File: src/rtl/regfile_wb_scheduler.sv
// Register-file scoreboard and write-port scheduler: tracks registers pending a long-latency
// result, stalls hazardous issue, and round-robins two completing units onto one write port.
module regfile_wb_scheduler #(
    parameter int unsigned XLEN = 32
) (
    input  logic            clk,
    input  logic            rst,

    input  logic            issue_valid_i,
    input  logic [4:0]      issue_rs1_addr_i,
    input  logic [4:0]      issue_rs2_addr_i,
    input  logic [4:0]      issue_rd_addr_i,
    input  logic            issue_uses_rs1_i,
    input  logic            issue_uses_rs2_i,
    input  logic            issue_writes_i,
    input  logic            issue_long_i,
    output logic            issue_stall_o,

    input  logic            wb0_valid_i,
    input  logic [4:0]      wb0_rd_addr_i,
    input  logic [XLEN-1:0] wb0_data_i,
    output logic            wb0_ready_o,

    input  logic            wb1_valid_i,
    input  logic [4:0]      wb1_rd_addr_i,
    input  logic [XLEN-1:0] wb1_data_i,
    output logic            wb1_ready_o,

    output logic [4:0]      rf_rd_addr_o,
    output logic [XLEN-1:0] rf_write_data_o,
    output logic            rf_write_en_o,

    output logic [31:0]     busy_o
);

    logic [31:0] busy_q, busy_d;
    logic        last_grant_q;
    logic        grant0, grant1;
    logic        issue_accept, set_busy;

    // Hazard check uses registered busy only; no bypass from the write port.
    always_comb begin
        issue_stall_o = issue_valid_i &
                        ((issue_uses_rs1_i & busy_q[issue_rs1_addr_i]) |
                         (issue_uses_rs2_i & busy_q[issue_rs2_addr_i]) |
                         (issue_writes_i   & busy_q[issue_rd_addr_i]));
        issue_accept  = issue_valid_i & ~issue_stall_o;
        set_busy      = issue_accept & issue_writes_i & issue_long_i & (issue_rd_addr_i != 5'd0);
    end

    // Under contention the unit that did not win last time is granted.
    always_comb begin
        grant0      = wb0_valid_i & (~wb1_valid_i | last_grant_q);
        grant1      = wb1_valid_i & (~wb0_valid_i | ~last_grant_q);
        wb0_ready_o = grant0;
        wb1_ready_o = grant1;
    end

    // Clear for the register just written, then set from issue so set wins on a collision.
    always_comb begin
        busy_d = busy_q;
        if (rf_write_en_o) begin
            busy_d[rf_rd_addr_o] = 1'b0;
        end
        if (set_busy) begin
            busy_d[issue_rd_addr_i] = 1'b1;
        end
        busy_d[0] = 1'b0;
    end

    always_ff @(posedge clk or posedge rst) begin
        if (rst) begin
            busy_q          <= '0;
            last_grant_q    <= 1'b1;
            rf_rd_addr_o    <= '0;
            rf_write_data_o <= '0;
            rf_write_en_o   <= 1'b0;
        end else begin
            busy_q <= busy_d;
            if (grant0) begin
                rf_rd_addr_o    <= wb0_rd_addr_i;
                rf_write_data_o <= wb0_data_i;
                rf_write_en_o   <= (wb0_rd_addr_i != 5'd0);
                last_grant_q    <= 1'b0;
            end else if (grant1) begin
                rf_rd_addr_o    <= wb1_rd_addr_i;
                rf_write_data_o <= wb1_data_i;
                rf_write_en_o   <= (wb1_rd_addr_i != 5'd0);
                last_grant_q    <= 1'b1;
            end else begin
                rf_write_en_o   <= 1'b0;
            end
        end
    end

    assign busy_o = busy_q;

endmodule

File: config.mk
export PLATFORM = sky130hd
export DESIGN_NAME = regfile_wb_scheduler
export DESIGN_NICKNAME = d
export VERILOG_FILES = /design/src/rtl/regfile_wb_scheduler.sv
export SDC_FILE = /design/constraint.sdc
export NUM_CORES = 1
export LEC_CHECK = 0
export ABC_AREA = 1
export CORE_UTILIZATION = 55
export CTS_BUF_LIST = sky130_fd_sc_hd__clkbuf_8 sky130_fd_sc_hd__clkbuf_16
export DETAILED_ROUTE_END_ITERATION = 16
export DONT_BUFFER_PORTS = 1
export PLACE_DENSITY_LB_ADDON = 0.12
export SLEW_MARGIN = 20
export SYNTH_ARGS = -nofsm -noshare
export SYNTH_HDL_FRONTEND = slang
export SYNTH_SLANG_ARGS = --single-unit
File: constraint.sdc
create_clock -name clk -period 2.25 [get_ports clk]
set_input_delay 0.5625 -clock clk [delete_from_list [all_inputs] [get_ports clk]]
set_output_delay 0.5625 -clock clk [all_outputs]
set_load 0.05 [all_outputs]
; ---- Word level (Yosys, flattened, before mapping)
; Cells that the tools add are included.
[classes]
add_sub_neg = 0
mul = 0
div_mod_pow = 0
order_cmp = 6
n_eq_ne = 0
n_shift = 0
n_mux = 20
bitwise_logic = 21
n_reduce_logical = 6
[op_table]
columns = operator, n
row1 = two-way mux 32 bit, 4
row2 = AND 32 bit, 1
row3 = inverter 32 bit, 1
row4 = bitwise OR 32 bit, 1
row5 = less-than comparator 5 x 6 -> 1 bit (second input constant), 4
row6 = binary-select mux 1 bit (select 5 bit), 3
row7 = nonzero test 5 bit, 3
row8 = AND 1 bit, 10
row9 = demux 1 bit (select 5 bit), 2
row10 = >= comparator 5 x 1 -> 1 bit (second input constant), 2
row11 = two-way mux 5 bit, 2
row12 = two-way mux 1 bit, 9
row13 = inverter 1 bit, 4
row14 = bitwise OR 1 bit, 4
row15 = logical AND 1 bit, 2
row16 = nonzero test 2 bit, 1
[word_totals]
regBits = 70
latchBits = 0
mem_bits_rw = 0
mem_bits_ro = 0
output_inout_bits = 73
word_cells = 58
memories = 0

; ---- Longest topological paths before layout
[logic_depth]
ltp_word = 12
ltp_mapped = 15

; ---- Least setup slack after synthesis
; Ideal clock, no wire load.
[synth_timing]
path_kind = input-to-output
startpoint = input issue_rs2_addr_i[1]
endpoint = output issue_stall_o
t_arrival_ns = 1.824
required_time_ns = 1.688
slack_ns = -0.136
cell_stages = 12
n_path_buf = 1
cell_sequence = buf_2 inv_2 a21oi_1 o21ai_1 nand2_1 nand2_1 nand2_1 nor2_1 nor2_2 nor2_4 o21ai_0 inv_1
[synth_via]
elab_chain_cells = 6
[synth_rtl]
columns = element, line
row1 = from (decl), 11  ; input logic [4:0] issue_rs2_addr_i,
row2 = binary-select mux 1 bit (select 5 bit), 45  ; (issue_uses_rs2_i & busy_q[issue_rs2_addr_i]) |
row3 = two-way mux 1 bit (implied by the code), 45
row4 = AND 1 bit, 45
row5 = bitwise OR 1 bit, 44  ; ((issue_uses_rs1_i & busy_q[issue_rs1_addr_i]) |
row6 = bitwise OR 1 bit, 45
row7 = AND 1 bit, 43  ; issue_stall_o = issue_valid_i &
row8 = to (decl), 17  ; output logic issue_stall_o,
; No other way between the ends. The select of a mux whose other input is x is not followed.

; ---- Final worst setup path
[layout_timing]
startpoint = register busy_q[25], in the netlist busy_o[25]
endpoint = output issue_stall_o
[layout_via]
elab_chain_cells = 6
word_cells_on_any_way = 12
cone_classes = 6 x mux / 6 x bitwise
[layout_rtl]
columns = element, line
row1 = from (decl), 36  ; logic [31:0] busy_q, busy_d;
row2 = from (signal assigned), 79  ; busy_q <= busy_d;
row3 = "binary-select mux 1 bit (select 5 bit), on equally long branches", "44, 45"
row4 = "two-way mux 1 bit, on equally long branches", "44, 45"
row5 = "AND 1 bit, on equally long branches", "44, 45"
row6 = bitwise OR 1 bit, 44
row7 = bitwise OR 1 bit (*), 45
row8 = AND 1 bit (*), 43
; Every way passes the cells marked *; elsewhere a longest branch is shown, timed or not. The select of a mux whose other input is x is not followed.

==> parameters.txt <==
Parameter                              Value

Yosys
  Cell area after synthesis    4640 um2
  Gate count after technology mapping    667
  Post-synth top cells    nand2_1 (181), o21ai_0 (112), nor2_1 (77)
  Post-synthesis sequential element count    70
  Cell types with the largest area share after synthesis    dfrtp_1 (37%), nand2_1 (15%), o21ai_0 (12%)
  Sequential-to-total area share from yosys stat    37.8%
  Number of synthesized flops with an enable pin    0
  Count of warnings emitted by yosys    0
  Fraction of synthesis flops using an asynchronous set or reset pin    100%
  Most used flip-flop cell after synthesis    dfrtp_1
  Net Count, Synth    765
  Cell type contributing the most total cell area after synthesis    dfrtp_1
  Avg Cell Area, Syn    6.95 um2
  Post-synth top area share    37.2%
  Unique cell type count in the Yosys netlist    29
  Most frequent cell after synthesis    nand2_1

STA
  Final setup vio count    1
  Hold WS    0.149 ns
  Slew Limit Fails    0
  Time the worst path needs with I/O delays and setup    2.33 ns
  Hold violation count in the final report    0
  Final worst setup slack    -0.0792 ns
  Slew @ Worst Pin    0.681 ns
  Post-route clock period utilization    104%
  RSZ-0062 raised after global routing    true
  Worst clock skew on the final layout    0.0162 ns
  Fmax    429 MHz
  Tightest slew margin relative to the limit    54.6%

Worst setup path
  Crit-path max cell delay    0.44 ns
  Number of cells on the critical path    8
  Endpoint of the most critical register-to-register path    busy_o[25]$_DFF_PP0_
  Startpoint of the most critical register-to-register path    busy_o[29]$_DFF_PP0_
  Critical-path cell list    a21oi_1, o21ai_0, a21oi_1, nor2_1, nor2_2, nor2_4, o21ai_2, inv_4
  Type of element capturing the critical path    output port
  Crit path buf inv count    1
  Worst Setup Start Kind    flop
  Arrival time of the worst setup path    1.77 ns
  Kind of critical path    reg -> out
  Timing endpoint of the critical path    issue_stall_o
  Most prevalent standard cell on the critical path    a21oi_1
  Standard cell with the maximum stage delay on the critical path    dfrtp_1
  Reg2Reg Depth    15
  Top delay family on crit path    compound AO/OA/AOI/OAI gates
  CP required    1.69 ns
  Crit. Startpoint    busy_o[25]$_DFF_PP0_
  Flop-to-flop setup slack    0.21 ns
  Maximum fanout count along the critical path    4

Detailed routing
  Drt wl/cell    17.8 um
  Number of vias after detailed routing    4700
  Vias per cell    5.74
  Initial DRC Count    293
  DR DRC count    0
  Antenna viol nets, final    0
  Length of the first detailed-routing pass in iterations    5
  Detailed-route wire length    14600 um

Floorplanning
  Vertical extent of the die    93.8 um
  Core region area    8180 um2
  Horizontal extent of the die    93.8 um
  Full die area    8800 um2
  Standard-cell row count    33
  I/O pin total    171
  Effective utilization at floorplan    56.7%

Pwr
  Total power density per cell area    1280 nW/um2
  Worst-case vdd ir drop    0.000528 V
  Leak Pwr    2.48 nW

Finish
  Total inserted antenna cells    0
  Proportion of layout cells with a drive suffix above 1    21.4%
  Area taken by flip-flops and latches    1770 um2
  Number of nets in the layout    808
  Final std cells w/o fill    819
  Layout fillers    762
  Combined area of the multi-input logic cells    2450 um2
  Area growth from synthesis to layout    15.1%

Clock tree
  Clock slew seen by the registers of the worst setup and hold paths    0.08 ns
  Maximum buffer depth of the clock tree    2
  TritonCTS clock tree    done
  Clock root buffer    clkbuf_8
  Total number of clock tree sinks    70
  Cts-stage hold buffer count    0
  Clock latency on the worst-skew pair    0.35 ns
  CTS H-tree lvls    3
  Number of CTS-inserted buffers    9

Job
  Count of max-cap constraint violations    0

Global routing
  Overall routing resource usage    33.5%
  Number of antenna violations at the first check in global routing    0
  Maximum number of pins on one net before global-route repair    46
  Wire length of the first global-routing pass    22200 um
  Number of global-route vias before repair    4369
  Residual overflow from global routing    0

Place
  Global placer's final weighted congestion    1.06
  HPWL after detailed placement    10800 um
  Post-placement cell count    792
  Post-placement setup slack    -0.0390 ns
  Total of buffers placed on input and output ports    0

Outcome
  Run status    finished with violations
  Violations in the final reports    negative setup slack

Min path
  Hold/Removal Path Class    in -> async
==> through the flow <==
stage          setup TNS (ns)  util [%]  instance area, um2  power (mW)
2_1_floorplan         -0.0409         -                4640        4.48
3_3_place_gp                0      60.6                4950        5.37
3_5_place_dp           -0.177      60.6                4950        5.42
4_1_cts               -0.0784      64.1                5240        6.67
5_1_grt                -0.156      65.3                5340        7.17
6_report              -0.0792      65.3                5340        6.83
==> metal layers <==
layer	vias to the layer above	routed length, um	GRT usage (%)
met2	260	7080	56.1
met3	36	1360	6.96
met5	-	0	0
met4	0	450	17.4
li1	2257	-	-
met1	2147	5690	40.6
==> layout by cell type, fill, tap and decap left out, types with 2 or more instances in the layout <==
master	n
o21ai_2	4
o21ai_1	14
o22ai_1	4
a21oi_1	6
bufinv_16	2
o21ai_0	108
dfrtp_1	57
nand3_2	34
inv_1	51
nand2_1	178
clkbuf_8	10
inv_2	8
buf_12	3
nand2_2	6
nor2_2	2
buf_6	2
nor2_1	77
dfrtp_2	12
nor3_1	9
nand3_1	53
nor2_4	3
buf_4	58
==> cell type report <==
type / instances / area share (%)
multi-input cells: 504 / 45.9
flip-flops and latches: 70 / 33.1
repair buffers: 63 / 9.70
inverters: 62 / 4.73
clock buffers: 10 / 2.58
well taps: 105 / 2.46
clock inverters: 5 / 1.55
==> report_power, final <==
part           leakage, nW  switching (mW)  internal [mW]
Combinational         1.55            2.16          0.983
Clock                0.113           0.486          0.652
Sequential           0.825           0.894           1.66
==> worst register-to-register path, stage by stage (launching register included) <==
cell     delay, ns
dfrtp_1       0.43
nand2_1       0.11
o21ai_2       0.07
nand2_1       0.06
nand2_1       0.05
nand2_1       0.06
nand2_1       0.06
nor2_2        0.10
nand2_1       0.08
nand2_1       0.08
nand2_2       0.06
buf_4         0.13
buf_4         0.16
nor2_8        0.33
nand3_2       0.12
nand2_1       0.09
==> sequential cells by signal, indices dropped and copies added, names as in the netlist <==
register,flops
rf_write_en_o,1
rf_write_data_o,32
rf_rd_addr_o,5
busy_o,31
last_grant_q,1
==> cell families (layout without fill, tap and decap cells) <==
kind of cell,Yosys count,after routing,share of synthesized area [%]
compound gates,139,139,15.3
buf+inv,94,140,10.4
flops,70,70,37.8
other cells,1,1,0.0809
simple gates,363,364,36.3
==> worst min path at each step <==
stage | start | end | slack [ns] | cells after the start
2_1_floorplan | last_grant_q$_DFFE_PP1P_ | last_grant_q$_DFFE_PP1P_ | 0.48 | 2
3_3_place_gp | last_grant_q$_DFFE_PP1P_ | last_grant_q$_DFFE_PP1P_ | 0.50 | 2
3_5_place_dp | last_grant_q$_DFFE_PP1P_ | last_grant_q$_DFFE_PP1P_ | 0.52 | 2
4_1_cts | rst | rf_write_data_o[30]$_DFFE_PP0P_ | 0.16 | 1
5_1_grt | rst | rf_write_data_o[30]$_DFFE_PP0P_ | 0.17 | 1
6_report | rst | rf_write_data_o[2]$_DFFE_PP0P_ | 0.15 | 1
==> timing repair <==
item,in CTS,in global routing
hold endpoints to repair,0,0
endpoints found under the setup margin,1,32
buffers inserted,7,5
pin swaps,6,9
resized for setup,12,18
cloned,0,1
Power figures use the tool's default switching activity.
